## src/rtl/nes_bus_pkg.sv

```systemverilog
// rtl/nes_bus_pkg.sv - CPU bus address map constants and OAM DMA state encoding
package nes_bus_pkg;

    localparam logic [15:0] OAM_DMA_REG = 16'h4014;
    localparam logic [15:0] PPU_OAMDATA = 16'h2004;

    typedef enum logic [2:0] {
        IDLE,
        HALT,
        ALIGN,
        READ,
        WRITE,
        DONE
    } dma_state_t;

endpackage

```

## src/rtl/oam_dma.sv

```systemverilog
// rtl/oam_dma.sv - $4014 sprite DMA engine copying one CPU page to PPU OAMDATA
// OAM_DMA_ALIGN_EN: adds the odd-cycle ALIGN step before the first read
module oam_dma
    import nes_bus_pkg::*;
#(
    parameter logic [15:0] DMA_REG_ADDR  = OAM_DMA_REG,
    parameter logic [15:0] OAM_DATA_ADDR = PPU_OAMDATA,
    parameter int          XFER_LEN      = 256
) (
    input  logic        CLK,
    input  logic        RESET,
    input  logic [15:0] CPU_ADDR,
    input  logic        CPU_RW_n,
    input  logic [7:0]  CPU_DATA_OUT,
    input  logic [7:0]  DMA_DATA_IN,
    output logic        DMA_HALT,
    output logic        DMA_BUS_OWN,
    output logic [15:0] DMA_ADDR,
    output logic        DMA_RW_n,
    output logic [7:0]  DMA_DATA_OUT,
    output logic        DMA_DONE
);

    localparam logic [8:0] LEN = 9'(XFER_LEN);

    dma_state_t  state_q, state_d;
    logic [7:0]  page_q, page_d;
    logic [8:0]  count_q, count_d;
    logic [7:0]  latch_q, latch_d;

    logic        halt_q, halt_d;
    logic        own_q, own_d;
    logic [15:0] addr_q, addr_d;
    logic        rw_n_q, rw_n_d;
    logic [7:0]  data_q, data_d;
    logic        done_q, done_d;

`ifdef OAM_DMA_ALIGN_EN
    logic parity_q;

    always_ff @(posedge CLK) begin
        if (RESET) parity_q <= 1'b0;
        else       parity_q <= ~parity_q;
    end
`endif

    always_comb begin
        state_d = state_q;
        page_d  = page_q;
        count_d = count_q;
        latch_d = latch_q;
        case (state_q)
            IDLE: begin
                if (!CPU_RW_n && CPU_ADDR == DMA_REG_ADDR) begin
                    page_d  = CPU_DATA_OUT;
                    state_d = HALT;
                end
            end
            HALT: begin
`ifdef OAM_DMA_ALIGN_EN
                state_d = parity_q ? ALIGN : READ;
`else
                state_d = READ;
`endif
            end
            ALIGN: state_d = READ;
            READ: begin
                latch_d = DMA_DATA_IN;
                state_d = WRITE;
            end
            WRITE: begin
                count_d = count_q + 9'd1;
                state_d = (count_d == LEN) ? DONE : READ;
            end
            DONE: begin
                count_d = 9'd0;
                state_d = IDLE;
            end
            default: state_d = IDLE;
        endcase
    end

    // Outputs are decoded from the next state so they are registered yet line up with it.
    always_comb begin
        halt_d = (state_d == HALT) || (state_d == ALIGN) || (state_d == READ) || (state_d == WRITE);
        own_d  = (state_d == READ) || (state_d == WRITE);
        rw_n_d = (state_d != WRITE);
        done_d = (state_d == DONE);
        addr_d = 16'h0000;
        data_d = 8'h00;
        if (state_d == READ) begin
            addr_d = {page_d, count_d[7:0]};
        end else if (state_d == WRITE) begin
            addr_d = OAM_DATA_ADDR;
            data_d = latch_d;
        end
    end

    always_ff @(posedge CLK) begin
        if (RESET) begin
            state_q <= IDLE;
            page_q  <= 8'h00;
            count_q <= 9'd0;
            latch_q <= 8'h00;
            halt_q  <= 1'b0;
            own_q   <= 1'b0;
            addr_q  <= 16'h0000;
            rw_n_q  <= 1'b1;
            data_q  <= 8'h00;
            done_q  <= 1'b0;
        end else begin
            state_q <= state_d;
            page_q  <= page_d;
            count_q <= count_d;
            latch_q <= latch_d;
            halt_q  <= halt_d;
            own_q   <= own_d;
            addr_q  <= addr_d;
            rw_n_q  <= rw_n_d;
            data_q  <= data_d;
            done_q  <= done_d;
        end
    end

    assign DMA_HALT     = halt_q;
    assign DMA_BUS_OWN  = own_q;
    assign DMA_ADDR     = addr_q;
    assign DMA_RW_n     = rw_n_q;
    assign DMA_DATA_OUT = data_q;
    assign DMA_DONE     = done_q;

endmodule

```

## config.mk

```make
export PLATFORM = sky130hd
export DESIGN_NAME = oam_dma
export DESIGN_NICKNAME = d
export VERILOG_FILES = /design/src/rtl/nes_bus_pkg.sv /design/src/rtl/oam_dma.sv
export SDC_FILE = /design/constraint.sdc
export NUM_CORES = 1
export LEC_CHECK = 0
export BUFFER_PORTS_ARGS = -buffer_cell sky130_fd_sc_hd__buf_2
export CAP_MARGIN = 10
export CORE_ASPECT_RATIO = 0.9
export CORE_MARGIN = 2
export CORE_UTILIZATION = 49
export DETAILED_ROUTE_END_ITERATION = 6
export GPL_TIMING_DRIVEN = 0
export PLACE_DENSITY_LB_ADDON = 0.12
export SLEW_MARGIN = 25
export SYNTH_ARGS = -nofsm -noshare
export SYNTH_HDL_FRONTEND = slang
export SYNTH_SLANG_ARGS = --single-unit
```

## constraint.sdc

```tcl
create_clock -name CLK -period 2.4 [get_ports CLK]
set_clock_uncertainty 0.05 [all_clocks]
set_input_delay 0.48 -clock CLK [delete_from_list [all_inputs] [get_ports CLK]]
set_output_delay 0.48 -clock CLK [all_outputs]
set_load 0.05 [all_outputs]
```

==> metrics.yaml, run 1 <==
min_delay_worst_endpoint: "DMA_DATA_OUT[5]"
drt_iter0_drc: 133
worst_slew_pin_slew_ns: 0.5541
drt_wl_total_mm: 4.147
placedInstanceArea_sq_um: 2302
power.total_mw: 1.645
pre_cts_slack_ns: 0.3660
p_int_mw: 1.156
hold_viol: 0
critPathMaxFanout: 10
syn_area_sq_um: 1939
vias: 1686
cts_buffers: 5
n_antenna_cell: 0
wire_per_inst_um: 13.51
grt_max_degree: 15
postCtsSetupBuffers: 0
grt_pass1_wl_mm: 6.900
end_kind: "flop"
fin_crit_sh_pct: 82.56
reg2reg_to: "DMA_ADDR[11]"
ctsHoldBuffers: 0
rrSetupSlack_ns: 0.42
cts_max_level: 2
firstDrtPassIters: 4
clk_latency_ns: 0.30
crit_type: "reg2reg"
p_sw_uw: 489.1
crit_required_ns: 2.51
design_area_sq_um: 2396
power_frac_comb_pct: 19.6
gp_congestion: 0.8411
power_frac_seq_pct: 50.3
synth_cell_types: 49
status: "complete, no violations"
ios: 63
dieArea_sq_um: 4478
cap_violations: 0
hold_depth: 2
synthesis.nets: 228
p_leak_nw: 1.016
final.setup.tns_ns: 0
ctsResizeCount: 0
core_area_sq_um: 3757
die_w_um: 70.32
vias_per_cell: 5.492
port_buffers: 61
final.setup.worst_slack_ns: 0.4186
powerDensity_nw_per_um2: 686.5
synth_cells: 192
drc_errors: 0
final-setup-viol-count: 0
placement_rows: 21
ys.warnings.count: 0
cts_tree: "yes"
ant_nets: 0
die_h_um: 63.69
clock_power_share_pct: 30.0
overflow: 0
drive_gt1_share_pct: 33.72
slew_headroom_pct: 63.06
fin_cells: 307
slew_viol_final: 0
ff2ff_path_depth: 7
fmax_ghz: 0.5047
root_buffer: "clkbuf_8"
final_nets: 296
synth-seq-cells: 48
r2r-start: "count_q[0]"
synth_edf_count: 0
critPathArrivalTime_ns: 2.09
rsz0062_at_grt: "no"
synth-async-reset-ratio_pct: 0
grt_pass1_vias: 1531
area_growth_syn_to_layout_pct: 23.55
worstHoldPathType: "in2reg"
grt_use_total_pct: 19.15
avgSynthCellArea_sq_um: 10.10
cts_sinks: 48
yosysSeqAreaShare_pct: 49.55
dp_hpwl_mm: 2.997
start_kind: "flop"
peakVddDrop_v: 0.0004679
synth_ff_type: "dfxtp_1"
initial_core_util_pct: 51.62
hold_start: "DMA_DATA_IN[5]"
cts.clk_slew.worst_paths_ns: 0.08
min_period_ns: 1.981
antenna_found_initial: 0
place_inst: 299
p_sw_share_pct: 29.74
clockBufferDepth: 2
[state kept, by name, indices dropped and copies added (netlist names)]
| name | count |
|---|---|
| DMA_ADDR | 16 |
| count_q | 9 |
| DMA_DATA_OUT | 8 |
| page_q | 8 |
| state_q | 3 |
| DMA_BUS_OWN | 1 |
| DMA_DONE | 1 |
| DMA_HALT | 1 |
| DMA_RW_n | 1 |
[worst max path at each step]
| stage | start | end | slack, ns |
|---|---|---|---|
| 6_report | count_q[0] | DMA_ADDR[11] | 0.42 |
| 5_1_grt | count_q[0] | DMA_ADDR[12] | 0.28 |
| 4_1_cts | count_q[0] | DMA_BUS_OWN | 0.41 |
| 3_5_place_dp | CPU_ADDR[3] | DMA_ADDR[11] | 0.37 |
| 3_3_place_gp | CPU_ADDR[3] | DMA_ADDR[12] | 0.37 |
| 2_1_floorplan | CPU_ADDR[1] | state_q[0] | 0.61 |
[metrics by stage]
stage | hold slack [ns] | utilization (%)
CTS | 0.3164 | 63.77
global placement | 0.4356 | 61.27
finish | 0.3238 | 63.77
global route | 0.3107 | 63.77
floorplan | 0.4064 | -
detailed placement | 0.4444 | 61.27
[final cells by class]
cell class	count	area, sq um
fillers	331	1361
clock inverters	1	7.507
multi-input cells	128	904.6
inverters	1	3.754
clock buffers	7	86.33
repair buffers	61	305.3
flip-flops and latches	48	960.9
plain buffers	15	70.07
well taps	46	57.56
[cells by family after synthesis]
kind of cell / share of synthesized area (%)
compound gates: 18.65
xor+xnor: 0.4517
fa+ha+maj: 0.6451
buf+inv: 3.806
flops: 49.55
simple gates: 26.90
[worst max-delay path, stage by stage, from the launching register on]
cell,delay [ns]
dfxtp_1,0.38
ha_1,0.18
and2_0,0.12
buf_2,0.18
nand4_1,0.21
a31oi_4,0.40
buf_4,0.24
a211oi_1,0.06
[Yosys cell counts, drive strengths merged (3+ instances only)]
| cell | n | area (sq um) |
|---|---|---|
| a311oi | 3 | 26.28 |
| or4b | 3 | 33.78 |
| nor2b | 9 | 56.30 |
| nor3 | 5 | 25.02 |
| and2 | 10 | 62.56 |
| a211oi | 8 | 60.06 |
| nand2 | 3 | 11.26 |
| a31oi | 6 | 52.55 |
| nor4 | 4 | 46.29 |
| nand4 | 9 | 56.30 |
| a21o | 3 | 22.52 |
| buf | 8 | 43.78 |
| a21oi | 14 | 70.07 |
| o21ai | 10 | 50.05 |
| dfxtp | 48 | 960.9 |
| nand3 | 3 | 15.01 |
| clkbuf | 7 | 26.28 |
| nor2 | 11 | 43.80 |
[metal layers]
metal  wire, um  track usage, %  vias up
met5          0               0        -
met4         23           3.606        0
met3        258           6.240        4
met2       1929           31.49       57
met1       1936           24.75      775
li1           -               -      850
[layout by cell type (no fill, tap or decap), types with 5 or more instances in the layout]
cell type and instances:
and2_1 9, nor2b_1 9, nor3_1 5, a211oi_1 8
a31oi_1 5, a21oi_1 14, buf_2 66, clkbuf_1 8
dfxtp_1 48, nor2_1 10, clkbuf_8 6, o21ai_1 8
nand4_1 9
[power groups by stage]
| stage | registers (mW) | clock network, mW | logic (mW) |
|---|---|---|---|
| 6_report | 0.828 | 0.494 | 0.323 |
| 5_1_grt | 0.831 | 0.539 | 0.353 |
| 4_1_cts | 0.829 | 0.507 | 0.324 |
| 3_5_place_dp | 0.847 | 0 | 0.322 |
| 3_3_place_gp | 0.846 | 0 | 0.323 |
| 2_1_floorplan | 0.883 | 0 | 0.191 |
No activity file was read; power rests on OpenSTA's default activity.
==> run 2: changes to the inputs <==
--- a/config.mk
+++ b/config.mk
@@ -9,7 +9,7 @@
 export CAP_MARGIN = 10
 export CORE_ASPECT_RATIO = 0.9
 export CORE_MARGIN = 2
-export CORE_UTILIZATION = 49
+export CORE_UTILIZATION = 44
 export DETAILED_ROUTE_END_ITERATION = 6
 export GPL_TIMING_DRIVEN = 0
 export PLACE_DENSITY_LB_ADDON = 0.12
==> constraint.sdc (replaced) <==
create_clock -name CLK -period 1.8 [get_ports CLK]
set_clock_uncertainty 0.05 [all_clocks]
set_input_delay 0.36 -clock CLK [delete_from_list [all_inputs] [get_ports CLK]]
set_output_delay 0.36 -clock CLK [all_outputs]
set_load 0.05 [all_outputs]
==> run 2 against run 1 <==
- first-iteration DRC count down 3.0%
- setup slack worse by 0.32 ns
- final cell count increased by 7.5%
- sequential share of layout area down 2.0 points
- critical path type unchanged
==> metrics.yaml, run 2 (same netlist as run 1, synthesis figures left out) <==
ant_nets: 0
cap_violations: 0
crit_family: "simple AND/OR/NAND/NOR gates"
critPathMaxFanout: 9
start_kind: "flop"
die_h_um: 66.99
fmax_ghz: 0.5862
hold_viol: 0
crit_type: "reg2reg"
vias: 1736
r2r-start: "count_q[3]"
crit_required_ns: 1.94
design_area_sq_um: 2527
largest_register_ffs: 16
firstDrtPassIters: 5
grt_max_degree: 17
wire_per_inst_um: 13.35
drc_errors: 0
slew_headroom_pct: 64.51
ctsHoldBuffers: 0
area_growth_syn_to_layout_pct: 30.32
vias_per_cell: 5.261
powerDensity_nw_per_um2: 908.1
clockBufferDepth: 2
worst_slew_pin_slew_ns: 0.5312
cts_tree: "yes"
hold_start: "DMA_DATA_IN[7]"
dieArea_sq_um: 4956
min_period_ns: 1.706
placement_rows: 22
cts.clk_slew.worst_paths_ns: 0.09
cts_buffers: 5
final_nets: 305
dp_hpwl_mm: 3.003
fill_cells: 364
die_w_um: 73.98
reg2reg_to: "DMA_ADDR[2]"
initial_core_util_pct: 46.66
hold_depth: 2
ff2ff_path_depth: 6
fin_util_pct: 60.81
gp_congestion: 0.8147
peakVddDrop_v: 0.0004782
layout_commonest_cell: "buf_2"
worstHoldPathType: "in2reg"
fin_crit_sh_pct: 94.77
antenna_found_initial: 0
root_buffer: "clkbuf_8"
drive_gt1_share_pct: 39.26
crit_buf_inv: 2
core_area_sq_um: 4156
final-setup-viol-count: 0
crit_chain: "buf_2, nor4_1, nand4b_1, a31oi_4, buf_6, o31ai_1"
slew_viol_final: 0
n_antenna_cell: 0
cts_sinks: 48
multiInputGateArea_sq_um: 933.4
status: "complete, no violations"
critPathArrivalTime_ns: 1.84
clk_latency_ns: 0.31
placedInstanceArea_sq_um: 2320
min_delay_worst_endpoint: "DMA_DATA_OUT[7]"
grt_pass1_wl_mm: 7.024
max_stage_delay_ns: 0.30
mostFrequentLayoutCells: "buf_2, dfxtp_1, a21oi_1"
overflow: 0
port_buffers: 61
grt_pass1_vias: 1536
slowest_stage: "dfxtp_1"
place_inst: 313
p_leak_nw: 1.067
regArea_sq_um: 963.4
end_kind: "flop"
fin_cells: 330
rrSetupSlack_ns: 0.09
drt_wl_total_mm: 4.406
power.total_mw: 2.295
cts_max_level: 2
drt_iter0_drc: 129
grt_use_total_pct: 18.99
ios: 63
-- run 2: changes by cell type in the layout (fill, tap and decap cells not counted), sizes merged --
cell	previous run	this run
inv	1	2
clkbuf	14	12
buf	69	78
clkinv	0	1
-- run 2: how the worst max path moves through the flow --
stage	startpoint	end	cells after the start
after floorplan	CPU_ADDR[1]	state_q[0]	4
after global placement	count_q[0]	DMA_BUS_OWN	7
after detailed placement	count_q[0]	DMA_BUS_OWN	7
after CTS	count_q[0]	DMA_ADDR[5]	7
after global routing	state_q[2]	DMA_ADDR[14]	5
final	count_q[3]	DMA_ADDR[2]	6
-- run 2: layout make-up --
type                            instances  share of cell area, %
Inverter                                1                 0.1485
Sequential cell                        48                  38.12
Timing Repair Buffer                   70                  15.20
Tap cell                               60                  2.970
Clock inverter                          3                 0.8416
Buffer                                 15                  3.069
Multi-Input combinational cell        128                  36.93
Clock buffer                            5                  2.723
-- run 2: metrics by stage --
step                      hold WS [ns]  setup TNS (ns)  setup slack [ns]
after floorplan                 0.4064               0            0.1260
after global placement          0.4313          -2.189           -0.2027
after detailed placement        0.4428          -2.328           -0.2142
after CTS                       0.1878               0           0.01156
after global routing            0.1848        -0.01832          -0.01523
final                           0.1912               0           0.09405
-- run 2: where the power goes --
| group | internal [mW] | switching (mW) |
|---|---|---|
| Sequential | 1.09 | 0.0161 |
| Combinational | 0.215 | 0.320 |
| Clock | 0.276 | 0.380 |
-- run 2: worst register-to-register path: cells and delay by family (launching register included) --
family	cells	cell delay, ns
AO/OA/AOI/OAI	2	0.36
buffers and inverters	2	0.32
flip-flops	1	0.30
AND/OR/NAND/NOR	2	0.54
-- run 2: routing by layer --
metal	wire length, um	part of all wire, %	vias up	global-route usage [%]
met5	0	0	-	0
met4	73	1.7	0	9.545
met3	295	6.7	8	3.933
met2	2021	46	63	28.13
met1	2015	46	796	25.90
li1	-	-	869	-
-- run 2: timing repair --
action / CTS / global route
pin swaps: 2 / 3
endpoints found under the setup margin: 13 / 27
gates cloned: 0 / 1
gates resized for setup: 1 / 17
buffers inserted: 3 / 5
